### src/rtl/wb_arbiter_if.sv
// Bundle between the three result sources, wb_arbiter and the two register-file write ports.
interface wb_arbiter_if;
    logic [2:0]  src_valid;
    logic [2:0]  src_ready;
    logic [17:0] src_addr;
    logic [95:0] src_data;
    logic        we1;
    logic [5:0]  aw1;
    logic [31:0] wd1;
    logic        we2;
    logic [5:0]  aw2;
    logic [31:0] wd2;
    logic [3:0]  pending;

    modport master (
        output src_valid, src_addr, src_data,
        input  src_ready, we1, aw1, wd1, we2, aw2, wd2, pending
    );

    modport slave (
        input  src_valid, src_addr, src_data,
        output src_ready, we1, aw1, wd1, we2, aw2, wd2, pending
    );
endinterface

### src/rtl/wb_arbiter.sv
// Write-back arbiter: buffers results from ALU, FPU and load unit in per-source FIFOs
// and issues up to two register-file writes per cycle with round-robin fairness.
module wb_arbiter #(
    parameter int DEPTH = 2
) (
    input  logic        clk,
    input  logic        rst,
    wb_arbiter_if.slave bus
);
    localparam int PW = (DEPTH > 2) ? 2 : 1;
    localparam int CW = PW + 1;
    localparam logic [PW-1:0] PTR_LAST = PW'(DEPTH - 1);
    localparam logic [CW-1:0] CNT_FULL = CW'(DEPTH);

    typedef struct packed {
        logic [5:0]  addr;
        logic [31:0] data;
    } entry_t;

    entry_t        mem_q  [3][DEPTH];
    logic [PW-1:0] wptr_q [3];
    logic [PW-1:0] rptr_q [3];
    logic [CW-1:0] cnt_q  [3];
    logic [CW-1:0] cnt_d  [3];
    entry_t        head   [3];
    logic [2:0]    ready, push, pop;
    logic [1:0]    rr_q, rr_d, s1, s2, idx;
    logic          g1, g2, c2;
    logic [3:0]    pend_q, pend_d;
    logic          we1_q, we2_q;
    logic [5:0]    aw1_q, aw2_q;
    logic [31:0]   wd1_q, wd2_q;

    function automatic logic [1:0] inc3(input logic [1:0] v);
        return (v == 2'd2) ? 2'd0 : v + 2'd1;
    endfunction

    always_comb begin
        for (int i = 0; i < 3; i++) begin
            head[i]  = mem_q[i][rptr_q[i]];
            ready[i] = cnt_q[i] < CNT_FULL;
        end
        push = bus.src_valid & ready;
    end

    always_comb begin
        // NOTE: every variable driven here is defaulted first, so no path can infer a latch.
        g1  = 1'b0;
        c2  = 1'b0;
        s1  = rr_q;
        s2  = rr_q;
        idx = rr_q;
        pop = '0;
        for (int k = 0; k < 3; k++) begin
            if (cnt_q[idx] != '0) begin
                if (!g1) begin
                    g1 = 1'b1;
                    s1 = idx;
                end else if (!c2) begin
                    c2 = 1'b1;
                    s2 = idx;
                end
            end
            idx = inc3(idx);
        end
        // A port-2 candidate writing the same register as port 1 waits at its head.
        g2 = c2 && (head[s2].addr != head[s1].addr);
        if (g1) pop[s1] = 1'b1;
        if (g2) pop[s2] = 1'b1;
        rr_d = g2 ? inc3(s2) : (g1 ? inc3(s1) : rr_q);
    end

    always_comb begin
        pend_d = '0;
        for (int i = 0; i < 3; i++) begin
            cnt_d[i] = cnt_q[i];
            if (push[i] && !pop[i])      cnt_d[i] = cnt_q[i] + CW'(1);
            else if (!push[i] && pop[i]) cnt_d[i] = cnt_q[i] - CW'(1);
            pend_d = pend_d + 4'(cnt_d[i]);
        end
    end

    // NOTE: entry storage carries no reset; counts and pointers alone define which entries are live.
    always_ff @(posedge clk) begin
        for (int i = 0; i < 3; i++) begin
            if (push[i] && !rst) mem_q[i][wptr_q[i]] <= {bus.src_addr[6*i +: 6], bus.src_data[32*i +: 32]};
        end
    end

    // NOTE: sequential state uses non-blocking assignments so every register samples pre-edge values.
    always_ff @(posedge clk) begin
        if (rst) begin
            for (int i = 0; i < 3; i++) begin
                cnt_q[i]  <= '0;
                wptr_q[i] <= '0;
                rptr_q[i] <= '0;
            end
            rr_q   <= '0;
            pend_q <= '0;
            we1_q  <= 1'b0;
            we2_q  <= 1'b0;
            aw1_q  <= '0;
            aw2_q  <= '0;
            wd1_q  <= '0;
            wd2_q  <= '0;
        end else begin
            for (int i = 0; i < 3; i++) begin
                cnt_q[i] <= cnt_d[i];
                if (push[i]) wptr_q[i] <= (wptr_q[i] == PTR_LAST) ? '0 : wptr_q[i] + PW'(1);
                if (pop[i])  rptr_q[i] <= (rptr_q[i] == PTR_LAST) ? '0 : rptr_q[i] + PW'(1);
            end
            rr_q   <= rr_d;
            pend_q <= pend_d;
            // Register 0 is never written, but a head targeting it still consumes its grant.
            we1_q  <= g1 && (head[s1].addr != '0);
            we2_q  <= g2 && (head[s2].addr != '0);
            if (g1) begin
                aw1_q <= head[s1].addr;
                wd1_q <= head[s1].data;
            end
            if (g2) begin
                aw2_q <= head[s2].addr;
                wd2_q <= head[s2].data;
            end
        end
    end

    assign bus.src_ready = ready;
    assign bus.we1       = we1_q;
    assign bus.aw1       = aw1_q;
    assign bus.wd1       = wd1_q;
    assign bus.we2       = we2_q;
    assign bus.aw2       = aw2_q;
    assign bus.wd2       = wd2_q;
    assign bus.pending   = pend_q;
endmodule

### src/flat_wrapper.sv
// flat-port wrapper written by rule: the top's interface ports become plain ports
module wb_arbiter_flat 
#(
    parameter int DEPTH = 2
)
  (clk, rst, bus_src_valid, bus_src_addr, bus_src_data, bus_src_ready, bus_we1, bus_aw1, bus_wd1, bus_we2, bus_aw2, bus_wd2, bus_pending);
  wb_arbiter_if bus_i ();
  input  logic clk;
  input  logic rst;
  input wire logic [$bits(bus_i.src_valid)-1:0] bus_src_valid;
  input wire logic [$bits(bus_i.src_addr)-1:0] bus_src_addr;
  input wire logic [$bits(bus_i.src_data)-1:0] bus_src_data;
  output wire logic [$bits(bus_i.src_ready)-1:0] bus_src_ready;
  output wire logic [$bits(bus_i.we1)-1:0] bus_we1;
  output wire logic [$bits(bus_i.aw1)-1:0] bus_aw1;
  output wire logic [$bits(bus_i.wd1)-1:0] bus_wd1;
  output wire logic [$bits(bus_i.we2)-1:0] bus_we2;
  output wire logic [$bits(bus_i.aw2)-1:0] bus_aw2;
  output wire logic [$bits(bus_i.wd2)-1:0] bus_wd2;
  output wire logic [$bits(bus_i.pending)-1:0] bus_pending;
  assign bus_i.src_valid = bus_src_valid;
  assign bus_i.src_addr = bus_src_addr;
  assign bus_i.src_data = bus_src_data;
  assign bus_src_ready = bus_i.src_ready;
  assign bus_we1 = bus_i.we1;
  assign bus_aw1 = bus_i.aw1;
  assign bus_wd1 = bus_i.wd1;
  assign bus_we2 = bus_i.we2;
  assign bus_aw2 = bus_i.aw2;
  assign bus_wd2 = bus_i.wd2;
  assign bus_pending = bus_i.pending;
  wb_arbiter #(.DEPTH(DEPTH)) u_core (.clk(clk), .rst(rst), .bus(bus_i));
endmodule
### config.mk
export PLATFORM = sky130hd
export DESIGN_NAME = wb_arbiter_flat
export DESIGN_NICKNAME = d
export VERILOG_FILES = /design/src/rtl/wb_arbiter_if.sv /design/src/rtl/wb_arbiter.sv /design/src/flat_wrapper.sv
export SDC_FILE = /design/constraint.sdc
export NUM_CORES = 1
export LEC_CHECK = 0
export ABC_CLOCK_PERIOD_IN_PS = 12300
export CORE_ASPECT_RATIO = 1.4
export CORE_MARGIN = 2
export CORE_UTILIZATION = 40
export CTS_CLUSTER_DIAMETER = 150
export DETAILED_ROUTE_END_ITERATION = 16
export GPL_TIMING_DRIVEN = 1
export PLACE_DENSITY = 0.63
export SETUP_SLACK_MARGIN = 0.05
export SLEW_MARGIN = 20
export SYNTH_ARGS = -nofsm -noshare
export SYNTH_HDL_FRONTEND = slang
export SYNTH_SLANG_ARGS = --single-unit
### constraint.sdc
create_clock -name clk -period 12.3 [get_ports clk]
set_input_delay 1.23 -clock clk [delete_from_list [all_inputs] [get_ports clk]]
set_output_delay 1.23 -clock clk [all_outputs]
set_load 0.03 [all_outputs]
==> impl_metrics.yaml <==
floorplan:
  num_rows: 81
  io_pins: 204
  coreArea_um2: 34900
  start_util_pct: 40.6
  die-area_um2: 36900
  die_y_um: 227
  die_w_um: 163
setup_path:
  endpoint: "u_core.bus.pending[2]$_SDFF_PP0_"
  crit_start: "u_core.cnt_q[0][0]$_SDFF_PP0_"
  cp_max_fo: 17
  cp-end-kind: "register"
  r2r_start: "u_core.cnt_q[0][0]$_SDFF_PP0_"
  critPathArrivalTime_ns: 6.57
  critPathKind: "reg -> reg"
  ff2ff_setup_slack_ns: 6.15
  critical_path_required_ns: 12.72
  regToRegEndpoint: "u_core.bus.pending[2]$_SDFF_PP0_"
  start_kind: "register"
  rr_worst_depth: 16
timing:
  worst_slack_ns: 6.15
  finalSetupTns_ns: 0
  grt_setup_unrepaired: "false"
  post-route-period-util_pct: 50.0
  maxSlewHeadroom_pct: 28.4
  maxSlewViolCount: 0
  fin_skew_ns: 0.0132
  finalHoldViolCount: 0
  max_freq_mhz: 163
  fin_crit_ns: 6.15
  final-setup-viol-count: 0
  whs_ns: 0.462
  worst_pin_slew_ns: 1.05
pwr:
  combPwrFrac_pct: 55.9
  power.switching_mw: 2.51
  swShare_pct: 44.9
  total_power_mw: 5.60
  peakVddDrop_mv: 0.209
  pwr-share-seq_pct: 27.2
  intPower_mw: 3.08
  power_leakage_nw: 6.10
  p_clk_share_pct: 17.0
  power.density_nw_per_um2: 317
logic_synthesis:
  yosysWarnings: 0
  synthFlopType: "edfxtp_1"
  synth-edff-count: 234
  synth_top_area_cell: "edfxtp_1"
  synth_area_leaders: "edfxtp_1, dfxtp_1, mux2i_1"
  synthesis.area_um2: 14100
  ys_seq_area_share_pct: 62.7
  syn_avg_cell_area_um2: 12.1
  synthTopCellsByCount: "edfxtp_1, nor2_1, mux2i_1"
  synth_top_area_share_pct: 49.7
  post_synth_num_cell_types: 72
  yosysMostFrequentCell: "edfxtp_1"
  ys_seq_elements: 326
  async_flop_share_pct: 0
  synthesis.nets: 1293
  postSynthCellCount: 1169
layout:
  drive_gt1_share_pct: 9.14
  finish.utilization_pct: 50.7
  fin_nets: 1468
  area_growth_syn_to_layout_pct: 25.0
placement:
  hpwl_um: 27700
  dp_slack_ns: 6.13
  port_buffers: 203
  gp_congestion: 0.862
clock_tree:
  ctsResizeCount: 0
  clk_pin_slew_ns: 0.06
  clk_latency_ns: 0.57
  clkSinkCount: 326
  cts_tree: "built"
  cts_root_buf: "clkbuf_16"
  holdBufCountCts: 0
  clockBufferDepth: 3
  post_cts_buffers: 0
  cts_buffers: 31
  htreeDepth: 1
routing:
  avgRoutedWirePerCell_um: 23.4
  drcViolationCount: 0
  totalWireLength_um: 42600
  routed_via_density: 5.55
  drt_first_pass_iters: 5
  ant_nets: 0
  num_vias: 10100
  dr.first_iter.drc_count: 849
grt:
  met2_usage_pct: 41.5
  grt_start_max_net_pins: 65
  grt_overflow_total: 0
  globalRouteMet1Util_pct: 27.5
  met3_usage_pct: 2.71
  grt_pass1_wl_um: 63200
  grt-busiest-layer: "met2"
  grtUsageTotal_pct: 22.9
  antenna_found_initial: 3
  grt_pass1_vias: 10300
job:
  max_cap_violations: 0
worst_hold_path:
  hold_class: "reg -> reg"
outcome:
  status: "finished, final reports clean"
==> cell families (layout without fill, tap and decap cells) <==
| family | count (synthesis) | count (layout) | synth area share, % |
|---|---|---|---|
| AND/OR/NAND/NOR | 340 | 340 | 10.7 |
| flip-flops | 326 | 326 | 62.7 |
| AO/OA/AOI/OAI | 257 | 257 | 13.0 |
| multiplexers | 134 | 134 | 9.59 |
| buffers and inverters | 95 | 293 | 2.76 |
| XOR/XNOR | 11 | 11 | 0.681 |
| adder cells (fa/ha/maj) | 6 | 6 | 0.619 |
| other | 0 | 3 | 0 |
==> cell type report <==
| cell class | instances | area (µm²) |
|---|---|---|
| clock inverters | 15 | 128 |
| well taps | 456 | 571 |
| fillers | 3120 | 17200 |
| repair buffers | 225 | 2190 |
| inverters | 12 | 45.0 |
| multi-input cells | 748 | 4980 |
| clock buffers | 41 | 885 |
| flip-flops and latches | 326 | 8870 |
| diodes | 3 | 7.51 |
==> power groups by stage <==
stage / Clock (mW) / Combinational (mW) / Sequential (mW)
after detailed placement: 0 / 3.11 / 1.54
after global placement: 0 / 3.08 / 1.54
after floorplan: 0 / 2.01 / 1.67
final: 0.950 / 3.13 / 1.52
after global routing: 1.01 / 3.40 / 1.54
after CTS: 0.969 / 3.13 / 1.52
==> flip-flops by register name, indices dropped and copies added (netlist names), named ones only <==
name / flops
u_core.bus.aw1: 6
u_core.bus.aw2: 6
u_core.bus.pending: 4
u_core.bus.wd1: 32
u_core.bus.wd2: 32
u_core.bus.we1: 1
u_core.bus.we2: 1
u_core.cnt_q: 6
u_core.mem_q: 228
u_core.rptr_q: 3
u_core.rr_q: 2
u_core.wptr_q: 3
==> worst min-delay path by stage <==
stage                     cells after the start                                end  slack (ns)                              start
after global routing                          2     u_core.bus.aw1[5]$_SDFFE_PP0N_        0.50     u_core.bus.aw1[5]$_SDFFE_PP0N_
after global placement                        2     u_core.bus.aw1[5]$_SDFFE_PP0N_        0.45     u_core.bus.aw1[5]$_SDFFE_PP0N_
after detailed placement                      2     u_core.bus.aw1[5]$_SDFFE_PP0N_        0.45     u_core.bus.aw1[5]$_SDFFE_PP0N_
after CTS                                     2     u_core.bus.aw1[5]$_SDFFE_PP0N_        0.46     u_core.bus.aw1[5]$_SDFFE_PP0N_
final                                         2     u_core.bus.aw1[5]$_SDFFE_PP0N_        0.46     u_core.bus.aw1[5]$_SDFFE_PP0N_
after floorplan                               1  u_core.wptr_q[0][1]$_SDFFCE_PP0P_        0.54  u_core.wptr_q[0][1]$_SDFFCE_PP0P_
==> placed cells by master (no fill, tap or decap), drive strengths merged, types with 23 or more instances in the layout <==
cell / Yosys / layout
edfxtp: 234 / 234
clkdlybuf4s50: 0 / 202
nor2: 176 / 176
mux2i: 122 / 122
dfxtp: 92 / 92
nand2: 61 / 61
o21ai: 49 / 49
o22ai: 48 / 48
a211oi: 46 / 46
clkbuf: 55 / 41
nor3: 40 / 40
a21oi: 37 / 37
buf: 28 / 23
==> critical path, cell delays in order, from the launching register on <==
cell and delay, ns:
dfxtp_1 0.41, nor4_1 0.75, or3_1 0.58, mux2i_2 0.94, a21oi_1 0.23, a2111oi_4 0.41
xor2_1 0.14, nor4b_2 0.49, a21boi_4 0.25, a21boi_2 0.27, xnor2_1 0.17, ha_1 0.18
inv_1 0.05, fa_1 0.50, fa_1 0.42, xnor2_1 0.16, nor2_1 0.05
==> layer usage <==
metal	up-vias	share of wire, %	wire [µm]
met2	368	52	22300
met4	0	3.8	1600
met1	4940	39	16600
met5	-	0	0
met3	81	5.2	2200
li1	4742	-	-
==> through the flow <==
| stage | std cells | area (µm²) |
|---|---|---|
| after floorplan | 1169 | 14100 |
| after global placement | 1767 | 16700 |
| after detailed placement | 1767 | 16700 |
| after CTS | 1823 | 17700 |
| after global routing | 1826 | 17700 |
| final | 1826 | 17700 |
Note: power is estimated with default switching activity, not from simulation.
